**config.mk**
```make
export PLATFORM = sky130hd
export DESIGN_NAME = btn_debounce_array_flat
export DESIGN_NICKNAME = d
export VERILOG_FILES = /design/src/rtl/debounce_pkg.sv /design/src/rtl/btn_debounce_array_if.sv /design/src/rtl/debounce_channel.sv /design/src/rtl/btn_debounce_array.sv /design/src/flat_wrapper.sv
export SDC_FILE = /design/constraint.sdc
export NUM_CORES = 1
export LEC_CHECK = 0
export BUFFER_PORTS_ARGS = -buffer_cell sky130_fd_sc_hd__buf_2
export CAP_MARGIN = 0
export CORE_MARGIN = 1.5
export CORE_UTILIZATION = 25
export CTS_BUF_LIST = sky130_fd_sc_hd__clkbuf_4
export CTS_CLUSTER_DIAMETER = 30
export DETAILED_ROUTE_END_ITERATION = 6
export GPL_ROUTABILITY_DRIVEN = 0
export PLACE_DENSITY_LB_ADDON = 0.1
export SYNTH_ARGS = -nofsm -noshare
export SYNTH_HDL_FRONTEND = slang
export SYNTH_SLANG_ARGS = --single-unit
```
**constraint.sdc**
```tcl
create_clock -name clk -period 2.25 [get_ports clk]
set_input_delay 0.5625 -clock clk [delete_from_list [all_inputs] [get_ports clk]]
set_output_delay 0.5625 -clock clk [all_outputs]
set_load 0.01 [all_outputs]
```
**src/rtl/debounce_pkg.sv**
```systemverilog
// -----------------------------------------------------------------------------
// debounce_pkg
// Shared definitions for the multi-channel button debouncer:
//   - per-channel state encoding (bit 1 of the encoding is the debounced level)
//   - default timing constants for the 100 MHz board
//     (10 ms stable, 500 ms hold-to-repeat, 100 ms repeat period)
//   - helper to extract the debounced level from a state value
// Optional feature macro used by the design files: BTN_DEBOUNCE_REPEAT_EN.
// -----------------------------------------------------------------------------
package debounce_pkg;

    typedef enum logic [1:0] {
        IDLE_LOW     = 2'b00,
        CONFIRM_HIGH = 2'b01,
        CONFIRM_LOW  = 2'b10,
        IDLE_HIGH    = 2'b11
    } ch_state_t;

    localparam int unsigned DEF_N_CH          = 4;
    localparam int unsigned DEF_STABLE_CYCLES = 1_000_000;
    localparam int unsigned DEF_CNT_W         = 20;
    localparam int unsigned DEF_HOLD_CYCLES   = 50_000_000;
    localparam int unsigned DEF_REPEAT_CYCLES = 10_000_000;
    localparam int unsigned DEF_REP_W         = 26;

    // The encoding is chosen so that the MSB is the accepted level in every state:
    // CONFIRM_HIGH is still low, CONFIRM_LOW is still high.
    function automatic logic state_level(input ch_state_t s);
        return s[1];
    endfunction

endpackage

```
**src/rtl/btn_debounce_array_if.sv**
```systemverilog
// -----------------------------------------------------------------------------
// btn_debounce_array_if
// Bundles the raw button inputs and the per-channel debounced outputs.
//   btn          raw asynchronous buttons, active-high
//   btn_level    debounced level
//   btn_posedge  one-cycle pulse on accepted 0->1
//   btn_negedge  one-cycle pulse on accepted 1->0
//   btn_repeat   one-cycle auto-repeat pulse (0 unless BTN_DEBOUNCE_REPEAT_EN)
// Modports: master = board/consumer side, slave = debouncer.
// -----------------------------------------------------------------------------
interface btn_debounce_array_if #(
    parameter int unsigned N_CH = 4
);
    logic [N_CH-1:0] btn;
    logic [N_CH-1:0] btn_level;
    logic [N_CH-1:0] btn_posedge;
    logic [N_CH-1:0] btn_negedge;
    logic [N_CH-1:0] btn_repeat;

    modport master (
        output btn,
        input  btn_level,
        input  btn_posedge,
        input  btn_negedge,
        input  btn_repeat
    );

    modport slave (
        input  btn,
        output btn_level,
        output btn_posedge,
        output btn_negedge,
        output btn_repeat
    );
endinterface

```
**src/rtl/debounce_channel.sv**
```systemverilog
// -----------------------------------------------------------------------------
// debounce_channel
// One button channel: 2-flop synchroniser, confirmation counter, 4-state FSM,
// registered press/release pulses and (with BTN_DEBOUNCE_REPEAT_EN) an
// auto-repeat generator active while the debounced level is high.
// Ports:
//   clk, rst     system clock, synchronous active-high reset
//   i_btn        raw asynchronous button
//   o_level      debounced level
//   o_posedge    one-cycle pulse on accepted press
//   o_negedge    one-cycle pulse on accepted release
//   o_repeat     one-cycle auto-repeat pulse (tied 0 without the macro)
//
// state        | meaning
// IDLE_LOW     | level 0, synchronised input agrees
// CONFIRM_HIGH | level 0, input has been 1 for fewer than STABLE_CYCLES cycles
// IDLE_HIGH    | level 1, synchronised input agrees
// CONFIRM_LOW  | level 1, input has been 0 for fewer than STABLE_CYCLES cycles
// -----------------------------------------------------------------------------
module debounce_channel
    import debounce_pkg::*;
#(
    parameter int unsigned STABLE_CYCLES = DEF_STABLE_CYCLES,
    parameter int unsigned CNT_W         = DEF_CNT_W,
    parameter int unsigned HOLD_CYCLES   = DEF_HOLD_CYCLES,
    parameter int unsigned REPEAT_CYCLES = DEF_REPEAT_CYCLES,
    parameter int unsigned REP_W         = DEF_REP_W
) (
    input  logic clk,
    input  logic rst,
    input  logic i_btn,
    output logic o_level,
    output logic o_posedge,
    output logic o_negedge,
    output logic o_repeat
);

    localparam logic [CNT_W-1:0] CNT_TERM = CNT_W'(STABLE_CYCLES - 1);

    logic             r_sync1;
    logic             r_sync2;
    logic [CNT_W-1:0] r_cnt;
    ch_state_t        r_state;
    ch_state_t        w_state_next;
    logic             r_pos;
    logic             r_neg;

    logic w_level;
    logic w_disagree;
    logic w_term;
    logic w_accept;
    logic w_rep;

    assign w_level    = state_level(r_state);
    assign w_disagree = (r_sync2 != w_level);
    assign w_term     = (r_cnt == CNT_TERM);
    // With STABLE_CYCLES=1 the terminal value is 0, so a single disagreeing
    // sample is accepted straight from an IDLE state.
    assign w_accept   = w_disagree && w_term;

    // State register, synchroniser, counter and pulse registers
    always_ff @(posedge clk) begin
        if (rst) begin
            r_sync1 <= 1'b0;
            r_sync2 <= 1'b0;
            r_cnt   <= '0;
            r_state <= IDLE_LOW;
            r_pos   <= 1'b0;
            r_neg   <= 1'b0;
        end else begin
            r_sync1 <= i_btn;
            r_sync2 <= r_sync1;
            r_state <= w_state_next;
            // Clearing at the terminal value keeps the counter from ever wrapping.
            if (!w_disagree || w_term) begin
                r_cnt <= '0;
            end else begin
                r_cnt <= r_cnt + CNT_W'(1);
            end
            r_pos <= w_accept && !w_level;
            r_neg <= w_accept && w_level;
        end
    end

    // Next-state logic
    always_comb begin
        w_state_next = r_state;
        case (r_state)
            IDLE_LOW: begin
                if (w_accept)        w_state_next = IDLE_HIGH;
                else if (w_disagree) w_state_next = CONFIRM_HIGH;
            end
            CONFIRM_HIGH: begin
                if (!w_disagree)     w_state_next = IDLE_LOW;
                else if (w_accept)   w_state_next = IDLE_HIGH;
            end
            IDLE_HIGH: begin
                if (w_accept)        w_state_next = IDLE_LOW;
                else if (w_disagree) w_state_next = CONFIRM_LOW;
            end
            CONFIRM_LOW: begin
                if (!w_disagree)     w_state_next = IDLE_HIGH;
                else if (w_accept)   w_state_next = IDLE_LOW;
            end
            default: w_state_next = IDLE_LOW;
        endcase
    end

    // Outputs
    always_comb begin
        o_level   = w_level;
        o_posedge = r_pos;
        o_negedge = r_neg;
        o_repeat  = w_rep;
    end

`ifdef BTN_DEBOUNCE_REPEAT_EN
    localparam logic [REP_W-1:0] HOLD_TERM   = REP_W'(HOLD_CYCLES - 1);
    localparam logic [REP_W-1:0] REPEAT_TERM = REP_W'(REPEAT_CYCLES - 1);

    logic [REP_W-1:0] r_rep_cnt;
    logic             r_rep_first;
    logic             r_rep;
    logic [REP_W-1:0] w_rep_term;

    assign w_rep_term = r_rep_first ? HOLD_TERM : REPEAT_TERM;

    always_ff @(posedge clk) begin
        if (rst) begin
            r_rep_cnt   <= '0;
            r_rep_first <= 1'b1;
            r_rep       <= 1'b0;
        end else if (!w_level || w_accept) begin
            // Idle while released; the press-acceptance edge restarts the hold
            // phase and the release-acceptance edge stops it without a pulse.
            r_rep_cnt   <= '0;
            r_rep_first <= 1'b1;
            r_rep       <= 1'b0;
        end else if (r_rep_cnt == w_rep_term) begin
            r_rep_cnt   <= '0;
            r_rep_first <= 1'b0;
            r_rep       <= 1'b1;
        end else begin
            r_rep_cnt   <= r_rep_cnt + REP_W'(1);
            r_rep       <= 1'b0;
        end
    end

    assign w_rep = r_rep;
`else
    logic w_unused_rep_cfg;
    assign w_unused_rep_cfg = ^{HOLD_CYCLES, REPEAT_CYCLES, REP_W};
    assign w_rep = 1'b0;
`endif

endmodule

```
**src/rtl/btn_debounce_array.sv**
```systemverilog
// -----------------------------------------------------------------------------
// btn_debounce_array
// N_CH independent push-button debouncers in the system clock domain.
// Each channel is a debounce_channel instance; outputs are concatenated
// channel-by-channel onto the interface vectors.
// Ports:
//   clk   system clock, rising edge
//   rst   synchronous active-high reset
//   bus   btn_debounce_array_if.slave (btn in; level/posedge/negedge/repeat out)
// Optional feature macro: BTN_DEBOUNCE_REPEAT_EN (auto-repeat pulses).
// CNT_W must satisfy 2^CNT_W >= STABLE_CYCLES; REP_W must hold
// max(HOLD_CYCLES, REPEAT_CYCLES).
// -----------------------------------------------------------------------------
module btn_debounce_array
    import debounce_pkg::*;
#(
    parameter int unsigned N_CH          = DEF_N_CH,
    parameter int unsigned STABLE_CYCLES = DEF_STABLE_CYCLES,
    parameter int unsigned CNT_W         = DEF_CNT_W,
    parameter int unsigned HOLD_CYCLES   = DEF_HOLD_CYCLES,
    parameter int unsigned REPEAT_CYCLES = DEF_REPEAT_CYCLES,
    parameter int unsigned REP_W         = DEF_REP_W
) (
    input logic            clk,
    input logic            rst,
    btn_debounce_array_if.slave bus
);

    logic [N_CH-1:0] w_level;
    logic [N_CH-1:0] w_pos;
    logic [N_CH-1:0] w_neg;
    logic [N_CH-1:0] w_rep;

    for (genvar gi = 0; gi < N_CH; gi++) begin : g_ch
        debounce_channel #(
            .STABLE_CYCLES (STABLE_CYCLES),
            .CNT_W         (CNT_W),
            .HOLD_CYCLES   (HOLD_CYCLES),
            .REPEAT_CYCLES (REPEAT_CYCLES),
            .REP_W         (REP_W)
        ) u_ch (
            .clk       (clk),
            .rst       (rst),
            .i_btn     (bus.btn[gi]),
            .o_level   (w_level[gi]),
            .o_posedge (w_pos[gi]),
            .o_negedge (w_neg[gi]),
            .o_repeat  (w_rep[gi])
        );
    end

    assign bus.btn_level   = w_level;
    assign bus.btn_posedge = w_pos;
    assign bus.btn_negedge = w_neg;
    assign bus.btn_repeat  = w_rep;

endmodule

```
**src/flat_wrapper.sv**
```systemverilog
// flat-port wrapper written by rule: the top's interface ports become plain ports
module btn_debounce_array_flat import debounce_pkg::*;
#(
    parameter int unsigned N_CH          = DEF_N_CH,
    parameter int unsigned STABLE_CYCLES = DEF_STABLE_CYCLES,
    parameter int unsigned CNT_W         = DEF_CNT_W,
    parameter int unsigned HOLD_CYCLES   = DEF_HOLD_CYCLES,
    parameter int unsigned REPEAT_CYCLES = DEF_REPEAT_CYCLES,
    parameter int unsigned REP_W         = DEF_REP_W
)
  (clk, rst, bus_btn, bus_btn_level, bus_btn_posedge, bus_btn_negedge, bus_btn_repeat);
  btn_debounce_array_if #(.N_CH(N_CH)) bus_i ();
  input logic clk;
  input logic rst;
  input wire logic [$bits(bus_i.btn)-1:0] bus_btn;
  output wire logic [$bits(bus_i.btn_level)-1:0] bus_btn_level;
  output wire logic [$bits(bus_i.btn_posedge)-1:0] bus_btn_posedge;
  output wire logic [$bits(bus_i.btn_negedge)-1:0] bus_btn_negedge;
  output wire logic [$bits(bus_i.btn_repeat)-1:0] bus_btn_repeat;
  assign bus_i.btn = bus_btn;
  assign bus_btn_level = bus_i.btn_level;
  assign bus_btn_posedge = bus_i.btn_posedge;
  assign bus_btn_negedge = bus_i.btn_negedge;
  assign bus_btn_repeat = bus_i.btn_repeat;
  btn_debounce_array #(.N_CH(N_CH), .STABLE_CYCLES(STABLE_CYCLES), .CNT_W(CNT_W), .HOLD_CYCLES(HOLD_CYCLES), .REPEAT_CYCLES(REPEAT_CYCLES), .REP_W(REP_W)) u_core (.clk(clk), .rst(rst), .bus(bus_i));
endmodule
```
==> flow_metrics.env, run 1 <==
export IMPL_synth_top_area_cell="dfxtp_1"
export IMPL_pwr_density_cell_nw_per_um2=542
export IMPL_h_tree_depth=3
export IMPL_post_route_min_period_ns=2.13
export IMPL_hold_bufs_inserted_after_cts=0
export IMPL_worst_slew_pin_transition_ns=0.515
export IMPL_hold_class="input port to flip-flop"
export IMPL_synth_async_reset_ratio_pct=0
export IMPL_slew_violations=0
export IMPL_fp_dieW_um=137
export IMPL_io_pins=22
export IMPL_p_int_mw=2.03
export IMPL_drt_antenna_violating_nets=0
export IMPL_syn_area_um2=4460
export IMPL_grt_use_total_pct=10.5
export IMPL_worst_setup_hold_path_clk_slew_ns=0.15
export IMPL_rsz0062_at_grt="no"
export IMPL_power_frac_clock_pct=31.0
export IMPL_sequential_element_share_of_the_synthesized_area_pct=44.9
export IMPL_hpwl_mm=6.30
export IMPL_netlist_instances=499
export IMPL_floorplan_die_height_um=137
export IMPL_placement_rows=48
export IMPL_synth_warnings=0
export IMPL_port_buffer_count=17
export IMPL_cts_root_buffer="clkbuf_4"
export IMPL_critical_path_startpoint_type="flip-flop"
export IMPL_critical_path_endpoint="u_core.g_ch[3].u_ch.r_cnt[18]"
export IMPL_net_switching_power_mw=0.634
export IMPL_hold_violations=0
export IMPL_pre_cts_slack_ns=0.135
export IMPL_rr_worst_depth=5
export IMPL_synthDistinctLibCells=38
export IMPL_grt_antenna_before_repair=1
export IMPL_critPathCaptureType="flip-flop"
export IMPL_detail_route_first_pass_iterations=4
export IMPL_area_growth_pct=10.1
export IMPL_max_cap_violations=0
export IMPL_synth_edf_count=0
export IMPL_detailedRoute_firstIterationViolations=139
export IMPL_floorplan_initialDensity_pct=25.7
export IMPL_cts_repair_timing_setup_buffer_count=0
export IMPL_worstPathArrival_ns=2.54
export IMPL_critical_path_startpoint="u_core.g_ch[3].u_ch.r_cnt[0]"
export IMPL_timing_rr_end="u_core.g_ch[3].u_ch.r_cnt[18]"
export IMPL_synth_top_cells_by_count="dfxtp_1, nor2_1, xnor2_1, nand3_1, nand2_1"
export IMPL_fin_setup_tns_ns=0
export IMPL_synth_most_common_cell="dfxtp_1"
export IMPL_max_slew_margin_rel_pct=65.3
export IMPL_grt_pass1_vias=3207
export IMPL_tritoncts_num_buffers=9
export IMPL_synthFlopType="dfxtp_1"
export IMPL_die_outline_area_um2=18600
export IMPL_power_leakage_nw=1.44
export IMPL_cts_tree="built"
export IMPL_cts_root_to_sink_buffers=2
export IMPL_grt_start_max_net_pins=20
export IMPL_netlist_area_leader_share_pct=44.9
export IMPL_drive_above_1_share_pct=11.3
export IMPL_route_detailed_vias_per_inst=4.54
export IMPL_final_critical_path_setup_slack_ns=0.122
export IMPL_worst_r2r_setup_slack_ns=0.12
export IMPL_power_frac_comb_pct=1.9
export IMPL_avgSynthCellArea_um2=8.93
export IMPL_count_of_state_elements_after_synthesis=100
export IMPL_vias_post_dr=3397
export IMPL_globalRouteOverflowTotal=0
export IMPL_num_nets_final=528
export IMPL_grt_first_pass_wirelength_mm=15.3
export IMPL_status="finished clean"
export IMPL_core_um2=17400
export IMPL_power_switching_share_pct=23.8
export IMPL_wirelength_mm=8.94
export IMPL_cp_data_required_time_ns=2.66
export IMPL_netlist_top_cells_area="dfxtp_1, xnor2_1, nor2_1, nand3_1, xor2_1"
export IMPL_avgRoutedWirePerCell_um=11.9
export IMPL_post_route_drc_count=0
export IMPL_fin_skew_ns=0.00829
export IMPL_setup_viol_count_final=0
export IMPL_seq_power_share_pct=67.1
export IMPL_critical_path_max_fanout=7
export IMPL_worstSetupPathType="flip-flop to flip-flop"
export IMPL_fillCellCount=1844
export IMPL_launch_point_of_the_worst_reg_to_reg_path="u_core.g_ch[3].u_ch.r_cnt[0]"
export IMPL_insertion_delay_ns=0.46
export IMPL_cts_resized=0
export IMPL_fmaxAchievable_ghz=0.470
export IMPL_finalCritPeriodShare_pct=94.6
export IMPL_vdd_drop_max_mv=0.187
export IMPL_cts_sink_count=100
==> cells in the final DEF, fill, tap and decap left out, types with 4 or more instances in the layout <==
cell,instances
dfxtp_1,100
nor2_1,71
xnor2_1,39
nand3_1,29
nand2_1,27
a21oi_1,25
o21ai_0,19
or3_1,19
buf_2,17
nand4_1,15
xor2_1,15
or4_1,13
nor2b_1,12
buf_4,12
nor4_1,11
and3_1,11
clkbuf_4,10
inv_1,9
nor3_1,9
o31ai_1,7
or4b_1,5
nor4b_1,5
or4_4,4
and4_1,4
nor3b_1,4
ha_1,4
conb_1,4
==> registers in the layout, summed over array words and instances (netlist names) <==
name                        count
u_core.g_ch.u_ch.r_state        4
u_core.g_ch.u_ch.o_negedge      4
u_core.g_ch.u_ch.r_cnt         80
u_core.g_ch.u_ch.o_posedge      4
u_core.g_ch.u_ch.r_sync2        4
u_core.g_ch.u_ch.r_sync1        4
==> power groups by stage <==
stage                     combinational [mW]  clock [mW]  sequential (mW)
after floorplan                       0.0354           0             1.82
after global placement                0.0510           0             1.82
after detailed placement              0.0516           0             1.82
after CTS                             0.0518       0.898             1.79
after global routing                  0.0564       0.958             1.79
final                                 0.0496       0.826             1.79
==> critical path, cell delays in order, from the launching register on <==
cell and delay (ns):
dfxtp_1 0.39, ha_1 0.23, nand2_1 0.13, or4_1 0.67, or4_4 0.53, a21oi_2 0.13
==> routing by layer <==
layer / part of all wire (%) / track usage [%] / up-vias
met1: 50 / 13.6 / 1562
met3: 2.6 / 2.22 / 11
met5: 0 / 0 / -
met2: 46 / 16.3 / 33
met4: 2.0 / 5.50 / 0
li1: - / - / 1791
==> how the worst min path moves through the flow <==
stage | from | to | slack, ns | depth (start not counted)
3_3_place_gp | u_core.g_ch[0].u_ch.r_cnt[0] | u_core.g_ch[0].u_ch.r_cnt[0] | 0.43 | 1
3_5_place_dp | u_core.g_ch[0].u_ch.r_sync1 | u_core.g_ch[0].u_ch.r_sync2 | 0.42 | 1
6_report | bus_btn[2] | u_core.g_ch[2].u_ch.r_sync1 | 0.31 | 2
4_1_cts | bus_btn[2] | u_core.g_ch[2].u_ch.r_sync1 | 0.27 | 2
5_1_grt | bus_btn[3] | u_core.g_ch[3].u_ch.r_sync1 | 0.27 | 2
2_1_floorplan | u_core.g_ch[0].u_ch.r_sync1 | u_core.g_ch[0].u_ch.r_sync2 | 0.41 | 1
==> logic make-up after synthesis <==
kind of cell             count (synthesis)  synth area share [%]
AND/OR/NAND/NOR                        248                  30.8
flip-flops                             100                  44.9
AO/OA/AOI/OAI                           56                  7.53
XOR/XNOR                                54                  10.6
buffers and inverters                   36                  4.91
adder cells (fa/ha/maj)                  4                  1.12
other                                    1                0.0842
==> area by class of cell <==
class,instances,area [um^2],share of cell area (%)
inverter,9,33.8,0.688
multi-input combinational,366,2250,45.8
sequential,100,2000,40.8
tap,225,282,5.74
timing repair buffer,32,235,4.79
clock buffer,10,75.1,1.53
clock inverter,6,31.3,0.637
antenna,1,2.50,0.0510
==> stage by stage <==
step	hold slack [ns]	instance area [um^2]	utilization, %	instances	power (mW)
after floorplan	0.414	4470	-	502	1.86
after global placement	0.432	4800	27.6	732	1.88
after detailed placement	0.422	4800	27.6	732	1.88
after CTS	0.268	4900	28.3	748	2.74
after global routing	0.275	4910	28.3	749	2.80
final	0.312	4910	28.3	749	2.66
Power figures use the tool's default switching activity.
==> run 2: changes to the inputs <==
--- a/config.mk
+++ b/config.mk
@@ -8,7 +8,7 @@
 export BUFFER_PORTS_ARGS = -buffer_cell sky130_fd_sc_hd__buf_2
 export CAP_MARGIN = 0
 export CORE_MARGIN = 1.5
-export CORE_UTILIZATION = 25
+export CORE_UTILIZATION = 60
 export CTS_BUF_LIST = sky130_fd_sc_hd__clkbuf_4
 export CTS_CLUSTER_DIAMETER = 30
 export DETAILED_ROUTE_END_ITERATION = 6
==> run 2 against run 1 <==
Critical path depth is the same. Hold slack worse by 0.0032 ns. Non-clock buffer count decreased by 3. Register-to-register slack better by 0.07 ns. Setup slack better by 0.071 ns. Sequential power about the same. Total power increased by 2.2%. Sequential share of layout area grew 1.6 points. Combinational power is 5.4% lower. Die area fell by 57%.
==> flow_metrics.env, run 2 (synthesized netlist as in run 1, its figures left out) <==
export IMPL_status="finished clean"
export IMPL_insertedDiodeCount=0
export IMPL_floorplan_die_height_um=89.2
export IMPL_floorplan_initialDensity_pct=61.8
export IMPL_area_growth_pct=5.93
export IMPL_cts_root_buffer="clkbuf_4"
export IMPL_power_leakage_nw=1.43
export IMPL_vdd_drop_max_mv=0.361
export IMPL_die_outline_area_um2=7950
export IMPL_launch_point_of_the_worst_reg_to_reg_path="u_core.g_ch[3].u_ch.r_cnt[0]"
export IMPL_setup_viol_count_final=0
export IMPL_fmaxAchievable_ghz=0.486
export IMPL_worst_r2r_setup_slack_ns=0.19
export IMPL_detailedRoute_firstIterationViolations=76
export IMPL_grt_first_pass_wirelength_mm=13.3
export IMPL_grt_start_max_net_pins=20
export IMPL_grt_antenna_before_repair=0
export IMPL_worstHoldEndpoint="u_core.g_ch[2].u_ch.r_sync1"
export IMPL_cts_tree="built"
export IMPL_globalRouteOverflowTotal=0
export IMPL_io_pins=22
export IMPL_critical_path_startpoint_type="flip-flop"
export IMPL_cts_repair_timing_setup_buffer_count=0
export IMPL_drt_antenna_violating_nets=0
export IMPL_hold_class="input port to flip-flop"
export IMPL_grt_pass1_vias=3071
export IMPL_critPathCaptureType="flip-flop"
export IMPL_placement_rows=31
export IMPL_hold_violations=0
export IMPL_insertion_delay_ns=0.45
export IMPL_cpPeakStageDelay_ns=0.61
export IMPL_vias_post_dr=3417
export IMPL_worstPathArrival_ns=2.46
export IMPL_cts_root_to_sink_buffers=2
export IMPL_port_buffer_count=17
export IMPL_hold_path_origin="bus_btn[2]"
export IMPL_rsz0062_at_grt="no"
export IMPL_critical_path_max_fanout=7
export IMPL_wirelength_mm=7.79
export IMPL_pwr_density_cell_nw_per_um2=577
export IMPL_slew_violations=0
export IMPL_route_detailed_vias_per_inst=5.54
export IMPL_finalCritPeriodShare_pct=91.4
export IMPL_fp_dieW_um=89.2
export IMPL_post_route_min_period_ns=2.06
export IMPL_hpwl_mm=5.56
export IMPL_critical_path_cell_chain="ha_1, nand2_1, or4_4, or4_4, a21oi_2"
export IMPL_min_delay_path_depth=2
export IMPL_final_core_utilization_pct=65.4
export IMPL_h_tree_depth=3
export IMPL_timing_rr_end="u_core.g_ch[3].u_ch.r_cnt[18]"
export IMPL_fin_skew_ns=0.0129
export IMPL_fin_setup_tns_ns=0
export IMPL_max_cap_violations=0
export IMPL_rr_worst_depth=5
export IMPL_largest_register="u_core.g_ch.u_ch.r_cnt"
export IMPL_cp_data_required_time_ns=2.65
export IMPL_timing_critical_path_slowest_stage_cell="or4_4"
export IMPL_path_common_cell="or4_4"
export IMPL_detail_route_first_pass_iterations=6
export IMPL_largest_register_ffs=80
export IMPL_final_cell_mix="dfxtp_1, nor2_1, xnor2_1"
export IMPL_tritoncts_num_buffers=9
export IMPL_worst_setup_hold_path_clk_slew_ns=0.15
export IMPL_post_route_drc_count=0
export IMPL_cts_sink_count=100
export IMPL_commonest_non_fill_non_tap_cell_in_the_layout="dfxtp_1"
export IMPL_drive_above_1_share_pct=11.0
export IMPL_grt_use_total_pct=21.6
export IMPL_worstSetupPathType="flip-flop to flip-flop"
export IMPL_num_nets_final=525
export IMPL_fin_hold_ws_ns=0.309
export IMPL_avgRoutedWirePerCell_um=12.6
export IMPL_fillCellCount=635
export IMPL_core_um2=7210
-- run 2: changes by cell type in the layout (fill, tap and decap cells not counted), sizes merged --
cell      change
clkbuf        -1
clkinvlp      -1
bufinv        +1
buf           -3
diode         -1
clkinv        -1
-- run 2: worst max-delay path by stage --
stage | slack (ns) | startpoint | cells after the start | to
floorplan | 0.29 | u_core.g_ch[3].u_ch.r_cnt[0] | 6 | u_core.g_ch[3].u_ch.r_cnt[18]
global placement | 0.20 | u_core.g_ch[3].u_ch.r_cnt[0] | 5 | u_core.g_ch[3].u_ch.r_cnt[18]
detailed placement | 0.13 | u_core.g_ch[3].u_ch.r_cnt[0] | 5 | u_core.g_ch[3].u_ch.r_cnt[18]
CTS | 0.11 | u_core.g_ch[3].u_ch.r_cnt[0] | 5 | u_core.g_ch[3].u_ch.r_cnt[18]
global route | 0.07 | u_core.g_ch[3].u_ch.r_cnt[0] | 5 | u_core.g_ch[3].u_ch.r_cnt[18]
finish | 0.19 | u_core.g_ch[3].u_ch.r_cnt[0] | 5 | u_core.g_ch[3].u_ch.r_cnt[18]
-- run 2: layout make-up --
type	instances	area [um^2]	area share [%]
sequential	100	2000	42.4
tap	99	124	2.62
multi-input combinational	366	2250	47.7
timing repair buffer	29	188	3.98
clock buffer	9	67.6	1.43
clock inverter	5	55.1	1.17
inverter	9	33.8	0.716
-- run 2: per-layer routing --
layer | track usage [%] | vias up | share of wire [%] | wire length [um]
met5 | 0 | - | 0 | 0
met4 | 7.69 | 0 | 0.99 | 77
met2 | 36.0 | 45 | 47 | 3670
met3 | 6.83 | 11 | 3.1 | 245
met1 | 26.3 | 1582 | 49 | 3790
li1 | - | 1779 | - | -
-- run 2: timing repair --
action	in CTS	in global routing
hold buffers	0	0
setup endpoints to repair	0	1
hold endpoints to repair	0	0
resized for setup	0	1
-- run 2: critical path, delay by kind of cell (launching register included) --
| family | cells | cell delay [ns] |
|---|---|---|
| compound gates | 1 | 0.13 |
| fa+ha+maj | 1 | 0.24 |
| simple gates | 3 | 1.25 |
| flops | 1 | 0.39 |
-- run 2: metrics by stage --
stage,cells,instance area [um^2],setup slack [ns],power (mW)
after floorplan,502,4470,0.288,1.86
after global placement,603,4590,0.197,1.87
after detailed placement,603,4590,0.129,1.87
after CTS,617,4720,0.110,2.76
after global routing,617,4720,0.0653,2.84
final,617,4720,0.193,2.72
-- run 2: report_power, final --
group	leakage (nW)	internal, mW	switching, mW
Combinational	0.554	0.0187	0.0282
Sequential	0.807	1.78	0.00608
Clock	0.0653	0.324	0.565
==> run 3: changes to the inputs <==
==> constraint.sdc (replaced) <==
create_clock -name clk -period 1.9 [get_ports clk]
set_input_delay 0.475 -clock clk [delete_from_list [all_inputs] [get_ports clk]]
set_output_delay 0.475 -clock clk [all_outputs]
set_load 0.01 [all_outputs]
==> run 3 against run 2 <==
The run now ends with setup timing left. Via count increased by 7.5%. Sequential share of layout area is 3.9 points lower. Hold slack got worse by 0.090 ns. Design area increased by 11%. Setup slack got worse by 0.25 ns. Combinational power is 37% higher. Global-route usage rose by 2.3 points. Final cell count increased by 7.5%. Largest power group unchanged.
==> flow_metrics.env, run 3 (synthesized netlist as in run 1, its figures left out) <==
export IMPL_cts_root_buffer="clkbuf_4"
export IMPL_h_tree_depth=3
export IMPL_commonest_non_fill_non_tap_cell_in_the_layout="dfxtp_1"
export IMPL_power_frac_clock_pct=36.3
export IMPL_grt_start_max_net_pins=20
export IMPL_io_pins=22
export IMPL_grt_use_total_pct=23.9
export IMPL_met3RoutedLength_um=290
export IMPL_cts_tree="built"
export IMPL_regArea_um2=2020
export IMPL_area_growth_pct=17.5
export IMPL_grt_pass1_vias=3427
export IMPL_final_cell_mix="dfxtp_1, nor2_1, buf_4"
export IMPL_pre_cts_slack_ns=-0.0231
export IMPL_num_nets_final=569
export IMPL_wirelength_mm=8.89
export IMPL_power_switching_share_pct=21.4
export IMPL_hold_class="input port to flip-flop"
export IMPL_final_cells=663
export IMPL_p_int_mw=2.69
export IMPL_multiInputGateArea_um2=2360
export IMPL_floorplan_initialDensity_pct=61.8
export IMPL_rsz0062_at_grt="yes"
export IMPL_failed_checks="setup timing"
export IMPL_avgRoutedWirePerCell_um=13.4
export IMPL_power_leakage_nw=1.69
export IMPL_critical_path_startpoint_type="flip-flop"
export IMPL_insertedDiodeCount=0
export IMPL_net_switching_power_mw=0.733
export IMPL_placement_rows=31
export IMPL_tot_pwr_mw=3.42
export IMPL_drt_antenna_violating_nets=0
export IMPL_final_core_utilization_pct=72.5
export IMPL_drive_above_1_share_pct=25.2
export IMPL_placed_cells=645
export IMPL_m1WireLength_mm=4.20
export IMPL_detailedRoute_firstIterationViolations=103
export IMPL_fillCellCount=585
export IMPL_detail_route_first_pass_iterations=4
export IMPL_finalCritPeriodShare_pct=103
export IMPL_worstSetupPathType="flip-flop to flip-flop"
export IMPL_vias_post_dr=3672
export IMPL_grt_first_pass_wirelength_mm=15.0
export IMPL_final_critical_path_setup_slack_ns=-0.0602
export IMPL_critical_path_max_fanout=8
export IMPL_insertion_delay_ns=0.45
export IMPL_largest_register_ffs=80
export IMPL_power_frac_comb_pct=1.9
export IMPL_die_outline_area_um2=7950
export IMPL_status="finished with violations"
export IMPL_globalRouteOverflowTotal=0
export IMPL_grt_antenna_before_repair=0
export IMPL_worst_setup_hold_path_clk_slew_ns=0.15
export IMPL_slew_violations=0
export IMPL_setup_viol_count_final=29
export IMPL_fp_dieW_um=89.2
export IMPL_critPathCaptureType="flip-flop"
export IMPL_port_buffer_count=17
export IMPL_cts_root_to_sink_buffers=2
export IMPL_highest_metal_used="met4"
export IMPL_tritoncts_num_buffers=9
export IMPL_hold_bufs_inserted_after_cts=0
export IMPL_route_detailed_vias_per_inst=5.54
export IMPL_pwr_density_cell_nw_per_um2=654
export IMPL_cp_data_required_time_ns=2.25
export IMPL_fmaxAchievable_ghz=0.510
export IMPL_hold_violations=0
export IMPL_vdd_drop_max_mv=0.419
export IMPL_route_met2_wl_mm=4.24
export IMPL_worstPathArrival_ns=2.31
export IMPL_seq_power_share_pct=61.8
export IMPL_max_cap_violations=0
export IMPL_largest_register="u_core.g_ch.u_ch.r_cnt"
export IMPL_post_route_min_period_ns=1.96
export IMPL_post_route_drc_count=0
export IMPL_hpwl_mm=6.27
export IMPL_floorplan_die_height_um=89.2
export IMPL_cts_sink_count=100
export IMPL_fin_skew_ns=0.0127
export IMPL_core_um2=7210
==> run 3: changes by cell type in the layout (fill, tap and decap cells not counted), moves of 5 or more <==
| cell | delta |
|---|---|
| dfxtp_2 | +12 |
| buf_4 | +37 |
| dfxtp_1 | -12 |
| nor2_4 | +5 |
| buf_6 | +6 |
| a21oi_2 | +9 |
| nor2_1 | -9 |
| a21oi_1 | -9 |
==> run 3: stage by stage <==
stage               hold slack [ns]  setup TNS [ns]  cell area (um^2)
CTS                           0.201          -0.483              5120
finish                        0.219          -0.964              5230
floorplan                     0.414          -0.541              4480
global route                  0.191           -3.22              5230
global placement              0.426               0              4920
detailed placement            0.436          -0.133              4920
==> run 3: final cells by class <==
class | count | area share, %
Timing Repair Buffer | 73 | 10.3
Clock inverter | 5 | 1.46
Clock buffer | 11 | 1.58
Tap cell | 99 | 2.37
Inverter | 9 | 0.645
Multi-Input combinational cell | 366 | 45.1
Sequential cell | 100 | 38.5
==> run 3: timing repair <==
| action | in CTS | in global routing |
|---|---|---|
| pin swaps | 1 | 12 |
| resized for setup | 13 | 35 |
| gates cloned | 0 | 1 |
| endpoints found under the setup margin | 33 | 58 |
| buffers inserted | 0 | 1 |
==> run 3: worst max-delay path, cell delays in order (launching register included) <==
cell	delay, ns
dfxtp_2	0.34
or4b_4	0.53
or4_4	0.57
o21ai_4	0.20
buf_6	0.18
a21oi_2	0.04
==> run 3: path summary, 6_finish.rpt <==
path / from / endpoint / slack (ns) / cells past startpoint
max reg2reg: u_core.g_ch[1].u_ch.r_cnt[11] / u_core.g_ch[1].u_ch.r_cnt[17] / -0.06 / 5
max: u_core.g_ch[1].u_ch.r_cnt[11] / u_core.g_ch[1].u_ch.r_cnt[17] / -0.06 / 5
min reg2reg: u_core.g_ch[2].u_ch.r_cnt[0] / u_core.g_ch[2].u_ch.r_cnt[0] / 0.46 / 1
min: bus_btn[2] / u_core.g_ch[2].u_ch.r_sync1 / 0.22 / 2
==> run 3: routing by layer <==
layer | vias up | track usage (%)
li1 | 1862 | -
met1 | 1722 | 29.7
met2 | 72 | 39.4
met3 | 16 | 6.00
met4 | 0 | 10.3
met5 | - | 0
==> run 3: power by group through the flow <==
stage,registers (mW),clock network (mW),logic (mW)
after floorplan,2.16,0,0.0423
after global placement,2.16,0,0.0569
after detailed placement,2.16,0,0.0581
after CTS,2.12,1.26,0.0596
after global routing,2.12,1.34,0.0713
final,2.12,1.24,0.0643
